**config.mk**
```make
export PLATFORM = sky130hd
export DESIGN_NAME = data_bus_apb_bridge
export DESIGN_NICKNAME = d
export VERILOG_FILES = /design/src/rtl/data_bus_apb_bridge.sv
export SDC_FILE = /design/constraint.sdc
export NUM_CORES = 1
export LEC_CHECK = 0
export CAP_MARGIN = 15
export CORE_ASPECT_RATIO = 1.75
export CORE_UTILIZATION = 32
export CTS_CLUSTER_DIAMETER = 100
export DETAILED_ROUTE_END_ITERATION = 8
export PLACE_DENSITY = 0.73
export SLEW_MARGIN = 20
export SYNTH_ARGS = -nofsm -noshare
export SYNTH_HDL_FRONTEND = slang
export SYNTH_SLANG_ARGS = --single-unit
```
**constraint.sdc**
```tcl
create_clock -name clk -period 4.9 [get_ports clk]
set_input_delay 0.735 -clock clk [delete_from_list [all_inputs] [get_ports clk]]
set_output_delay 0.735 -clock clk [all_outputs]
set_load 0.01 [all_outputs]
```
**src/rtl/data_bus_apb_bridge.sv**
```systemverilog
// Load/store bridge from the RV32I data port to an APB completer.
// Sizes and aligns B/H/W accesses and runs SETUP/ACCESS with a wait-state
// timeout. It returns extended load data and stalls the core until done.
//
// state  | meaning
// IDLE   | waiting for a core request; sizes/aligns it on acceptance
// SETUP  | APB setup phase, PSEL=1 PENABLE=0 for one cycle
// ACCESS | APB access phase, waits for PREADY or the wait-state timeout
// RESP   | one-cycle done pulse back to the core, err as latched
module data_bus_apb_bridge #(
  parameter int TIMEOUT = 16
) (
  input  logic        clk,
  input  logic        reset,
  input  logic        req_valid,
  input  logic        req_we,
  input  logic [2:0]  req_funct3,
  input  logic [31:0] dAddr,
  input  logic [31:0] dWdata,
  output logic [31:0] dRdata,
  output logic        done,
  output logic        err,
  output logic        stall,
  output logic [31:0] PADDR,
  output logic        PSEL,
  output logic        PENABLE,
  output logic        PWRITE,
  output logic [31:0] PWDATA,
  output logic [3:0]  PSTRB,
  input  logic [31:0] PRDATA,
  input  logic        PREADY,
  input  logic        PSLVERR
);

  localparam int CW = $clog2(TIMEOUT + 1);

  typedef enum logic [1:0] {IDLE, SETUP, ACCESS, RESP} state_t;

  state_t         state, state_nxt;
  logic [CW-1:0]  wait_cnt;
  logic [1:0]     addr_lo;
  logic [2:0]     funct3_q;
  logic           illegal;
  logic           resp_err;
  logic [3:0]     strb_new;
  logic [31:0]    wdata_new;
  logic [31:0]    load_val;
  logic [7:0]     byte_lane;
  logic [15:0]    half_lane;

  assign stall = req_valid & ~done;

  // Legality of the incoming request: misalignment, bad size, sized store.
  always_comb begin
    illegal = 1'b0;
    case (req_funct3)
      3'b000:  illegal = 1'b0;
      3'b001:  illegal = dAddr[0];
      3'b010:  illegal = |dAddr[1:0];
      3'b100:  illegal = req_we;
      3'b101:  illegal = req_we | dAddr[0];
      default: illegal = 1'b1;
    endcase
  end

  // Store lane placement: data replicated across lanes, strobes select one.
  always_comb begin
    strb_new  = 4'b0000;
    wdata_new = dWdata;
    if (req_we) begin
      case (req_funct3)
        3'b000: begin
          strb_new  = 4'b0001 << dAddr[1:0];
          wdata_new = {4{dWdata[7:0]}};
        end
        3'b001: begin
          strb_new  = 4'b0011 << {dAddr[1], 1'b0};
          wdata_new = {2{dWdata[15:0]}};
        end
        3'b010:  strb_new = 4'b1111;
        default: strb_new = 4'b0000;
      endcase
    end
  end

  // Load lane extraction and sign/zero extension from the live PRDATA.
  always_comb begin
    byte_lane = PRDATA[{addr_lo, 3'b000} +: 8];
    half_lane = PRDATA[{addr_lo[1], 4'b0000} +: 16];
    case (funct3_q)
      3'b000:  load_val = {{24{byte_lane[7]}}, byte_lane};
      3'b001:  load_val = {{16{half_lane[15]}}, half_lane};
      3'b100:  load_val = {24'd0, byte_lane};
      3'b101:  load_val = {16'd0, half_lane};
      default: load_val = PRDATA;
    endcase
  end

  // Next-state logic; resp_err is the error flag latched on entry to RESP.
  always_comb begin
    state_nxt = state;
    resp_err  = 1'b0;
    case (state)
      IDLE: begin
        if (req_valid && !done) begin
          state_nxt = illegal ? RESP : SETUP;
          resp_err  = illegal;
        end
      end
      SETUP: state_nxt = ACCESS;
      ACCESS: begin
        if (PREADY) begin
          state_nxt = RESP;
          resp_err  = PSLVERR;
        end else if (wait_cnt == CW'(TIMEOUT)) begin
          state_nxt = RESP;
          resp_err  = 1'b1;
        end
      end
      RESP:    state_nxt = IDLE;
      default: state_nxt = IDLE;
    endcase
  end

  // State register.
  always_ff @(posedge clk or posedge reset) begin
    if (reset) state <= IDLE;
    else       state <= state_nxt;
  end

  // Wait-state counter: cleared entering SETUP, counts PREADY=0 access cycles.
  always_ff @(posedge clk or posedge reset) begin
    if (reset) begin
      wait_cnt <= '0;
    end else if (state_nxt == SETUP) begin
      wait_cnt <= '0;
    end else if (state == ACCESS && !PREADY && wait_cnt != CW'(TIMEOUT)) begin
      wait_cnt <= wait_cnt + 1'b1;
    end
  end

  // Request capture; address/data/strobes then stay stable for the transfer.
  always_ff @(posedge clk or posedge reset) begin
    if (reset) begin
      addr_lo  <= 2'b00;
      funct3_q <= 3'b000;
      PADDR    <= 32'd0;
      PWDATA   <= 32'd0;
      PSTRB    <= 4'b0000;
      PWRITE   <= 1'b0;
    end else if (state == IDLE && req_valid && !done) begin
      addr_lo  <= dAddr[1:0];
      funct3_q <= req_funct3;
      PADDR    <= {dAddr[31:2], 2'b00};
      PWDATA   <= wdata_new;
      PSTRB    <= strb_new;
      PWRITE   <= req_we;
    end
  end

  // APB select/enable and core response, all registered off the next state.
  always_ff @(posedge clk or posedge reset) begin
    if (reset) begin
      PSEL    <= 1'b0;
      PENABLE <= 1'b0;
      done    <= 1'b0;
      err     <= 1'b0;
      dRdata  <= 32'd0;
    end else begin
      PSEL    <= (state_nxt == SETUP) || (state_nxt == ACCESS);
      PENABLE <= (state_nxt == ACCESS);
      done    <= (state_nxt == RESP);
      err     <= (state_nxt == RESP) && resp_err;
      if (state_nxt == RESP) begin
        if (resp_err || state != ACCESS || PWRITE) dRdata <= 32'd0;
        else                                       dRdata <= load_val;
      end
    end
  end

endmodule
```
==> flow_summary.json, run 1 <==
{
  "die_h_um": 175,
  "cp_top_family": "buffers and inverters",
  "yosys-top-cells-count": "dfrtp_1, mux2_2, inv_1, nand2_1, mux2i_1",
  "path_clk_slew_ns": 0.05,
  "synth_cells": 489,
  "place_ws_ns": 1.16,
  "overflow": 0,
  "core_um2": 16900,
  "yosysWarnings": 0,
  "max_freq_ghz": 0.302,
  "cts_setup_buffers": 0,
  "grt_max_degree": 57,
  "grt_pass1_wl_mm": 24.9,
  "clk_path_buf_depth": 2,
  "drv_slew": 0,
  "hold_violations": 0,
  "synth.most_common_cell": "dfrtp_1",
  "cts_tree": "built",
  "start_kind": "input port",
  "hpwl_mm": 11.5,
  "ys_async_sr_fraction_pct": 100,
  "yosys.area.top_type": "dfrtp_1",
  "finalNetCount": 803,
  "power.density_nw_per_um2": 600,
  "critPathSlowestCell": "clkdlybuf4s50_1",
  "ir_drop_mv": 0.367,
  "power.share.switching_pct": 34.3,
  "clkPwrFrac_pct": 24.6,
  "ys.flop_type": "dfrtp_1",
  "ctsHoldBuffers": 0,
  "wirelength_mm": 15.6,
  "path_class": "in2reg",
  "worst-path-buf-inv": 2,
  "insertion_delay_ns": 0.41,
  "cts_resized": 0,
  "num_rows": 63,
  "hold_path.class": "reg2reg",
  "dieArea_um2": 17700,
  "worst_slew_pin_slew_ns": 1.05,
  "cts_made_buffers": 17,
  "clock_skew_ns": 0.0117,
  "htreeDepth": 4,
  "grtUsageTotal_pct": 18.5,
  "rsz0062_at_grt": "false",
  "fin_tns_setup_ns": 0,
  "routedWlPerCell_um": 16.7,
  "ios": 211,
  "arrival_ns": 3.61,
  "portBuffers": 208,
  "yosysUniqueCellTypes": 49,
  "start_util_pct": 32.5,
  "yosysSeqAreaShare_pct": 52.5,
  "period_minus_slack_ns": 3.31,
  "grt_pass1_vias": 4734,
  "fp.dieW_um": 101,
  "leakage_nw": 3.45,
  "finalCritPeriodShare_pct": 67.6,
  "setup_viol": 0,
  "dr.pass1.iters": 4,
  "antenna_cells": 0,
  "synthToLayoutAreaGrowth_pct": 51.8,
  "drive_gt1_share_pct": 15.1,
  "cap_viol_max_count": 0,
  "slew_headroom_pct": 29.9,
  "cts_root_buf": "clkbuf_16",
  "p_sw_mw": 1.71,
  "place.gp.congestion": 0.830,
  "worstPathMaxFanout": 35,
  "cts_sinks": 115,
  "power_frac_seq_pct": 32.2,
  "synth_top_area_share_pct": 52.5,
  "syn_avg_cell_area_um2": 11.2,
  "crit_chain": "clkdlybuf4s50_1 -> a221oi_2 -> nor2_1 -> a21oi_1 -> a21oi_1 -> ha_1 -> buf_4 -> and3b_1 -> o211a_2 -> nand2_4 -> o32ai_1",
  "p_int_mw": 3.29,
  "pwr-share-comb_pct": 43.2,
  "cp_common_cell": "a21oi_1",
  "vias_per_cell": 4.81,
  "synth_edf_count": 0,
  "outcome": "finished, final reports clean",
  "worstSetupEndpointType": "flip-flop",
  "syn_area_um2": 5480,
  "vias": 4466,
  "crit_path_max_incr_delay_ns": 0.73,
  "postRouteAntennaNets": 0,
  "setup_ws_ns": 1.59,
  "ys_top_cells_by_area": "dfrtp_1, mux2_2, mux2i_1, o22ai_1, inv_1",
  "drc": 0,
  "antenna_found_initial": 0,
  "worstPathRequired_ns": 5.20,
  "synth_seq_cells": 115,
  "drtIter0Drc": 94
}
[power by group through the flow]
stage / logic [mW] / clock network, mW / registers [mW]
6_report: 2.16 / 1.23 / 1.61
5_1_grt: 2.33 / 1.30 / 1.66
4_1_cts: 2.19 / 1.26 / 1.61
3_5_place_dp: 2.18 / 0 / 1.62
3_3_place_gp: 2.16 / 0 / 1.61
2_1_floorplan: 1.03 / 0 / 1.70
[final timing paths]
| check | startpoint | end | slack [ns] | cells after the start |
|---|---|---|---|---|
| max | req_funct3[0] | dRdata[12]$_DFFE_PP0P_ | 1.59 | 11 |
| min | PWDATA[30]$_DFFE_PP0P_ | PWDATA[30]$_DFFE_PP0P_ | 0.48 | 2 |
| max reg2reg | state[0]$_DFF_PP0_ | dRdata[12]$_DFFE_PP0P_ | 2.00 | 11 |
| min reg2reg | PWDATA[30]$_DFFE_PP0P_ | PWDATA[30]$_DFFE_PP0P_ | 0.48 | 2 |
| max in group asynchronous | reset | PWDATA[4]$_DFFE_PP0P_ | 3.24 | 3 |
| min in group asynchronous | reset | PADDR[29]$_DFFE_PP0P_ | 0.75 | 2 |
[per-stage QoR]
| step | hold WS, ns | std cells | utilization [%] | area (um2) | power [mW] |
|---|---|---|---|---|---|
| 2_1_floorplan | 0.504 | 490 | - | 5490 | 2.73 |
| 3_3_place_gp | 0.460 | 899 | 45.9 | 7750 | 3.76 |
| 3_5_place_dp | 0.475 | 899 | 45.9 | 7750 | 3.80 |
| 4_1_cts | 0.487 | 929 | 49.4 | 8330 | 5.06 |
| 5_1_grt | 0.506 | 929 | 49.4 | 8330 | 5.29 |
| 6_report | 0.481 | 929 | 49.4 | 8330 | 5.00 |
[area by class of cell]
cell class | instances | area [um2]
Clock buffer | 21 | 470
Clock inverter | 9 | 106
Fill cell | 1545 | 8540
Inverter | 39 | 149
Multi-Input combinational cell | 304 | 2310
Sequential cell | 115 | 2880
Tap cell | 227 | 284
Timing Repair Buffer | 214 | 2130
[worst min-delay path: cells and delay by family (launching register included)]
kind | cells | cell delay, ns
and+or+nand+nor | 1 | 0.05
DFF | 1 | 0.33
AOI/OAI and AO/OA | 1 | 0.06
[cell usage in the layout, fill, tap and decap left out, types with 3 or more instances in the layout]
master and instances:
buf_4 6, nand2b_1 6, o21ai_1 14, xor2_1 3
o21ai_0 24, inv_1 38, o32ai_2 8, o32ai_1 6
clkbuf_16 17, clkinv_2 3, nor2b_1 11, clkinvlp_4 3
clkbuf_8 3, mux2_2 50, dfrtp_1 115, and3b_1 3
mux2i_1 28, ha_1 7, clkdlybuf4s50_1 208, a211oi_1 7
a21oi_1 22, o22ai_1 26, nor2_1 20, nand2_1 39
[per-layer routing]
metal / part of all wire, % / vias to the layer above / GRT usage, %
met5: 0 / - / 0
met3: 4.6 / 29 / 3.52
met2: 56 / 161 / 34.4
li1: - / 2117 / -
met4: 3.2 / 0 / 8.76
met1: 37 / 2159 / 19.6
[sequential cells by signal, indices dropped and copies added, names as in the netlist, 2 cells and up]
register / count
PWDATA: 32
addr_lo: 2
funct3_q: 3
PADDR: 30
dRdata: 32
state: 2
PSTRB: 4
wait_cnt: 5
[logic make-up (layout without fill, tap and decap cells)]
family / count (synthesis) / count (layout) / share of synthesized area (%)
multiplexers: 78 / 78 / 15.4
flip-flops: 115 / 115 / 52.5
other: 1 / 2 / 0.0684
AND/OR/NAND/NOR: 95 / 95 / 9.43
buffers and inverters: 71 / 283 / 5.43
AO/OA/AOI/OAI: 118 / 118 / 15.0
XOR/XNOR: 4 / 4 / 0.639
adder cells (fa/ha/maj): 7 / 7 / 1.60
Note: power is estimated with default switching activity, not from simulation.
==> run 2: changes to the inputs <==
==> constraint.sdc (replaced) <==
create_clock -name clk -period 3.1 [get_ports clk]
set_input_delay 0.465 -clock clk [delete_from_list [all_inputs] [get_ports clk]]
set_output_delay 0.465 -clock clk [all_outputs]
set_load 0.01 [all_outputs]
==> run 2 against run 1 <==
Effect of this change:
- cell area rose by 1.2%
- via count fell by 0.74%
- count of clock-buffer cells in the layout down 3
- sequential share of layout area down 0.40 points
- sequential cell count did not move
- setup slack got worse by 1.1 ns
- die area unchanged
- first-iteration DRC count rose by 30%
- power grew 61%
- critical path type unchanged
- highest routed layer unchanged
==> flow_summary.json, run 2 (synthesis gave the netlist of run 1 again) <==
{
  "arrival_ns": 2.87,
  "ir_drop_mv": 0.463,
  "path_class": "in2reg",
  "final_cell_mix": "clkdlybuf4s50_1, dfrtp_1, mux2_2",
  "drtIter0Drc": 122,
  "mostFrequentLayoutCell": "clkdlybuf4s50_1",
  "place.gp.congestion": 0.831,
  "worstPathMaxFanout": 16,
  "worstSetupEndpointType": "flip-flop",
  "cts_sinks": 115,
  "antenna_cells": 0,
  "num_rows": 63,
  "wirelength_mm": 15.4,
  "outcome": "finished, final reports clean",
  "grt_max_degree": 116,
  "rsz0062_at_grt": "false",
  "ios": 211,
  "grtUsageTotal_pct": 18.2,
  "drive_gt1_share_pct": 15.7,
  "insertion_delay_ns": 0.41,
  "period_minus_slack_ns": 2.58,
  "htreeDepth": 4,
  "hpwl_mm": 11.1,
  "drc": 0,
  "cts_resized": 0,
  "place_ws_ns": 0.120,
  "vias": 4433,
  "portBuffers": 208,
  "grt_pass1_wl_mm": 24.4,
  "finalNetCount": 806,
  "worstPathRequired_ns": 3.40,
  "dieArea_um2": 17700,
  "fp.dieW_um": 101,
  "cts_made_buffers": 17,
  "overflow": 0,
  "slew_headroom_pct": 27.2,
  "core_um2": 16900,
  "fin_tns_setup_ns": 0,
  "fillers": 1580,
  "drv_slew": 0,
  "power.density_nw_per_um2": 955,
  "clock_skew_ns": 0.0101,
  "start_util_pct": 32.5,
  "hold_violations": 0,
  "setup_viol": 0,
  "cap_viol_max_count": 0,
  "cts_root_buf": "clkbuf_16",
  "hold_path.class": "reg2reg",
  "cts_setup_buffers": 0,
  "path_clk_slew_ns": 0.06,
  "clk_path_buf_depth": 2,
  "vias_per_cell": 4.75,
  "grt_pass1_vias": 4640,
  "synthToLayoutAreaGrowth_pct": 53.6,
  "dr.pass1.iters": 4,
  "cts_tree": "built",
  "ctsHoldBuffers": 0,
  "routedWlPerCell_um": 16.5,
  "setup_ws_ns": 0.525,
  "start_kind": "input port",
  "worst_slew_pin_slew_ns": 1.09,
  "leakage_nw": 3.50,
  "finalCritPeriodShare_pct": 83.1,
  "max_freq_ghz": 0.388,
  "antenna_found_initial": 0,
  "die_h_um": 175,
  "postRouteAntennaNets": 0,
  "top_regs": "PWDATA x32, dRdata x32, PADDR x30"
}
[run 2: cell count changes in the layout (fill, tap and decap cells not counted), sizes merged]
cell and change:
buf +3, clkbuf -3, clkinv +3, bufinv +2
inv -1
[run 2: cell type report]
cell class	instances	area (um2)	area share (%)
multi-input cells	304	2310	27.4
inverters	39	150	1.78
flip-flops and latches	115	2880	34.2
repair buffers	217	2170	25.8
well taps	227	284	3.37
clock inverters	13	185	2.20
clock buffers	18	439	5.21
[run 2: critical path, stage by stage]
cell and delay (ns):
clkdlybuf4s50_1 0.62, a221oi_2 0.11, nor2_1 0.14, a21oi_1 0.09, a21oi_1 0.30, ha_1 0.22
and3b_1 0.16, o211a_2 0.25, nand2_4 0.18, o32ai_1 0.33
[run 2: worst paths after layout]
kind	cells after the start	endpoint	slack, ns	from
min reg2reg	2	PWDATA[19]$_DFFE_PP0P_	0.48	PWDATA[19]$_DFFE_PP0P_
min in group asynchronous	3	PWDATA[22]$_DFFE_PP0P_	0.58	reset
max reg2reg	10	dRdata[11]$_DFFE_PP0P_	0.54	state[0]$_DFF_PP0_
max in group asynchronous	3	PWDATA[8]$_DFFE_PP0P_	1.98	reset
max	10	dRdata[11]$_DFFE_PP0P_	0.52	req_funct3[2]
min	2	PWDATA[19]$_DFFE_PP0P_	0.48	PWDATA[19]$_DFFE_PP0P_
[run 2: per-stage QoR]
step	hold slack [ns]	utilization [%]	std cells	power [mW]	cell area, um2
after global placement	0.462	46.2	902	5.94	7800
after detailed placement	0.469	46.2	902	6.00	7800
after CTS	0.481	49.9	933	8.13	8420
final	0.475	49.9	933	8.05	8420
after floorplan	0.504	-	490	4.32	5490
after global routing	0.498	49.9	933	8.50	8420
[run 2: power breakdown]
group	total (mW)	internal (mW)	switching, mW
Clock	2.09	1.36	0.732
Sequential	2.52	2.11	0.404
Combinational	3.44	1.85	1.58
Total	8.05	5.33	2.72
[run 2: metal layers]
metal	up-vias	GRT usage [%]	wire length [um]
met3	27	4.56	836
met2	156	33.5	8580
li1	2127	-	-
met1	2123	18.9	5580
met4	0	8.09	406
met5	-	0	0
==> run 3: changes to the inputs <==
--- a/config.mk
+++ b/config.mk
@@ -10,7 +10,7 @@
 export CORE_UTILIZATION = 32
 export CTS_CLUSTER_DIAMETER = 100
 export DETAILED_ROUTE_END_ITERATION = 8
-export PLACE_DENSITY = 0.73
+export PLACE_DENSITY = 0.75
 export SLEW_MARGIN = 20
 export SYNTH_ARGS = -nofsm -noshare
 export SYNTH_HDL_FRONTEND = slang
==> constraint.sdc (replaced) <==
create_clock -name clk -period 2.3 [get_ports clk]
set_input_delay 0.345 -clock clk [delete_from_list [all_inputs] [get_ports clk]]
set_output_delay 0.345 -clock clk [all_outputs]
set_load 0.01 [all_outputs]
==> run 3 against run 2 <==
Effect of this change:
- power grew 37%
- critical path depth is the same
- via count grew 2.4%
- clock skew shrank 0.0029 ns
- routed wire length grew 0.44%
- register-to-register slack lost 0.42 ns
- utilization grew 1.4 points
- count of clock-buffer cells in the layout grew 4
- combinational power grew 42%
- first-iteration DRC count shrank 6.6%
- die area is the same
- sequential share of layout area shrank 0.92 points
- highest routed layer unchanged
==> flow_summary.json, run 3 (synthesis gave the netlist of run 1 again) <==
{
  "max_freq_ghz": 0.450,
  "postRouteAntennaNets": 0,
  "met3_length_um": 604,
  "grt_pass1_wl_mm": 24.2,
  "antenna_found_initial": 1,
  "hpwl_mm": 11.2,
  "worstPathMaxFanout": 16,
  "rsz0062_at_grt": "true",
  "fp.dieW_um": 101,
  "path_class": "in2reg",
  "die_h_um": 175,
  "cap_viol_max_count": 0,
  "place_ws_ns": -0.348,
  "slew_headroom_pct": 28.8,
  "routedWlPerCell_um": 16.2,
  "cts_sinks": 115,
  "routedLengthMet1_mm": 5.84,
  "insertion_delay_ns": 0.41,
  "core_um2": 16900,
  "period_minus_slack_ns": 2.22,
  "vias": 4540,
  "grt_pass1_vias": 4650,
  "drv_slew": 0,
  "cts_tree": "built",
  "fin_util_pct": 51.3,
  "path_clk_slew_ns": 0.05,
  "clock_skew_ns": 0.00722,
  "hold_path.class": "in2async",
  "drc": 0,
  "worst_slew_pin_slew_ns": 1.06,
  "finalCritPeriodShare_pct": 96.6,
  "wl_met2_mm": 8.49,
  "drtIter0Drc": 114,
  "clk_path_buf_depth": 2,
  "outcome": "finished, final reports clean",
  "grtUsageTotal_pct": 18.0,
  "overflow": 0,
  "drive_gt1_share_pct": 19.5,
  "grt_max_degree": 99,
  "dr.pass1.iters": 6,
  "dieArea_um2": 17700,
  "cts_root_buf": "clkbuf_16",
  "hold_violations": 0,
  "power_mw": 11.0,
  "final_cell_mix": "clkdlybuf4s50_1, dfrtp_1, mux2_2",
  "crit_chain": "clkdlybuf4s50_1 -> a221oi_2 -> nor2_1 -> a21oi_2 -> a21oi_2 -> ha_2 -> and3b_1 -> o211a_4 -> o311ai_4 -> o22ai_1",
  "start_util_pct": 32.5,
  "worstPathRequired_ns": 2.54,
  "fillers": 1522,
  "fin_tns_setup_ns": 0,
  "cp_common_cell": "a21oi_2",
  "portBuffers": 208,
  "top_regs": "PWDATA x32, dRdata x32, PADDR x30",
  "mostFrequentLayoutCell": "clkdlybuf4s50_1",
  "crit_path_max_incr_delay_ns": 0.49,
  "ios": 211,
  "power.density_nw_per_um2": 1270,
  "ir_drop_mv": 0.727,
  "top_layer_used": "met4",
  "vias_per_cell": 4.74,
  "leakage_nw": 3.61,
  "place.gp.congestion": 0.795,
  "worstSetupEndpointType": "flip-flop",
  "synthToLayoutAreaGrowth_pct": 57.9,
  "finalNetCount": 828,
  "arrival_ns": 2.46,
  "cts_made_buffers": 17,
  "wirelength_mm": 15.5,
  "critPathSlowestCell": "clkdlybuf4s50_1",
  "htreeDepth": 4,
  "setup_ws_ns": 0.0783,
  "setup_viol": 0,
  "num_rows": 63,
  "start_kind": "input port"
}
## run 3: cell types whose count changed in the layout (fill, tap and decap cells not counted), sizes merged
| cell | previous run | this run |
|---|---|---|
| buf | 9 | 31 |
| bufinv | 4 | 3 |
| clkbuf | 18 | 22 |
| clkinv | 7 | 5 |
| diode | 0 | 1 |
## run 3: report_power, final
part | switching (mW) | leakage (nW) | internal, mW | total [mW]
registers | 0.517 | 1.46 | 2.85 | 3.36
clock network | 0.945 | 0.296 | 1.78 | 2.73
logic | 2.22 | 1.86 | 2.68 | 4.90
## run 3: routing by layer
layer | up-vias | global-route usage [%]
li1 | 2171 | -
met1 | 2207 | 19.0
met2 | 131 | 32.6
met3 | 31 | 4.04
met4 | 0 | 9.72
met5 | - | 0
## run 3: worst paths after layout
| check | start | endpoint | slack (ns) | cells after the start |
|---|---|---|---|---|
| max in group asynchronous | reset | dRdata[3]$_DFFE_PP0P_ | 1.42 | 3 |
| hold reg to reg | PWDATA[19]$_DFFE_PP0P_ | PWDATA[19]$_DFFE_PP0P_ | 0.48 | 2 |
| hold / removal | reset | PSTRB[2]$_DFFE_PP0P_ | 0.39 | 3 |
| setup / recovery | req_funct3[0] | dRdata[20]$_DFFE_PP0P_ | 0.08 | 10 |
| min in group clk | PWDATA[19]$_DFFE_PP0P_ | PWDATA[19]$_DFFE_PP0P_ | 0.48 | 2 |
| setup reg to reg | wait_cnt[0]$_DFFE_PP0P_ | dRdata[20]$_DFFE_PP0P_ | 0.12 | 10 |
## run 3: timing repair
| action | in CTS | in global routing |
|---|---|---|
| gates cloned | 0 | 0 |
| buffers inserted | 0 | 4 |
| hold buffers | 0 | 0 |
| setup endpoints to repair | 2 | 32 |
| pin swaps | 0 | 2 |
| gates resized for setup | 1 | 8 |
## run 3: worst max-delay path: cells and delay by family
family          cells  cell delay, ns
fa+ha+maj           1            0.19
simple gates        2            0.27
compound gates      6            1.16
buf+inv             1            0.49
## run 3: cell type report
class / count / area, um2 / area share (%)
repair buffers: 239 / 2350 / 27.2
diodes: 1 / 2.50 / 0.0289
multi-input cells: 304 / 2380 / 27.6
flip-flops and latches: 115 / 2880 / 33.2
well taps: 227 / 284 / 3.28
inverters: 39 / 150 / 1.73
clock buffers: 22 / 474 / 5.48
clock inverters: 10 / 130 / 1.50
## run 3: stage by stage
step / instance area, um2 / cells / hold slack (ns)
6_report: 8660 / 957 / 0.394
5_1_grt: 8660 / 957 / 0.434
3_5_place_dp: 7960 / 920 / 0.469
2_1_floorplan: 5520 / 490 / 0.496
4_1_cts: 8580 / 952 / 0.417
3_3_place_gp: 7960 / 920 / 0.460
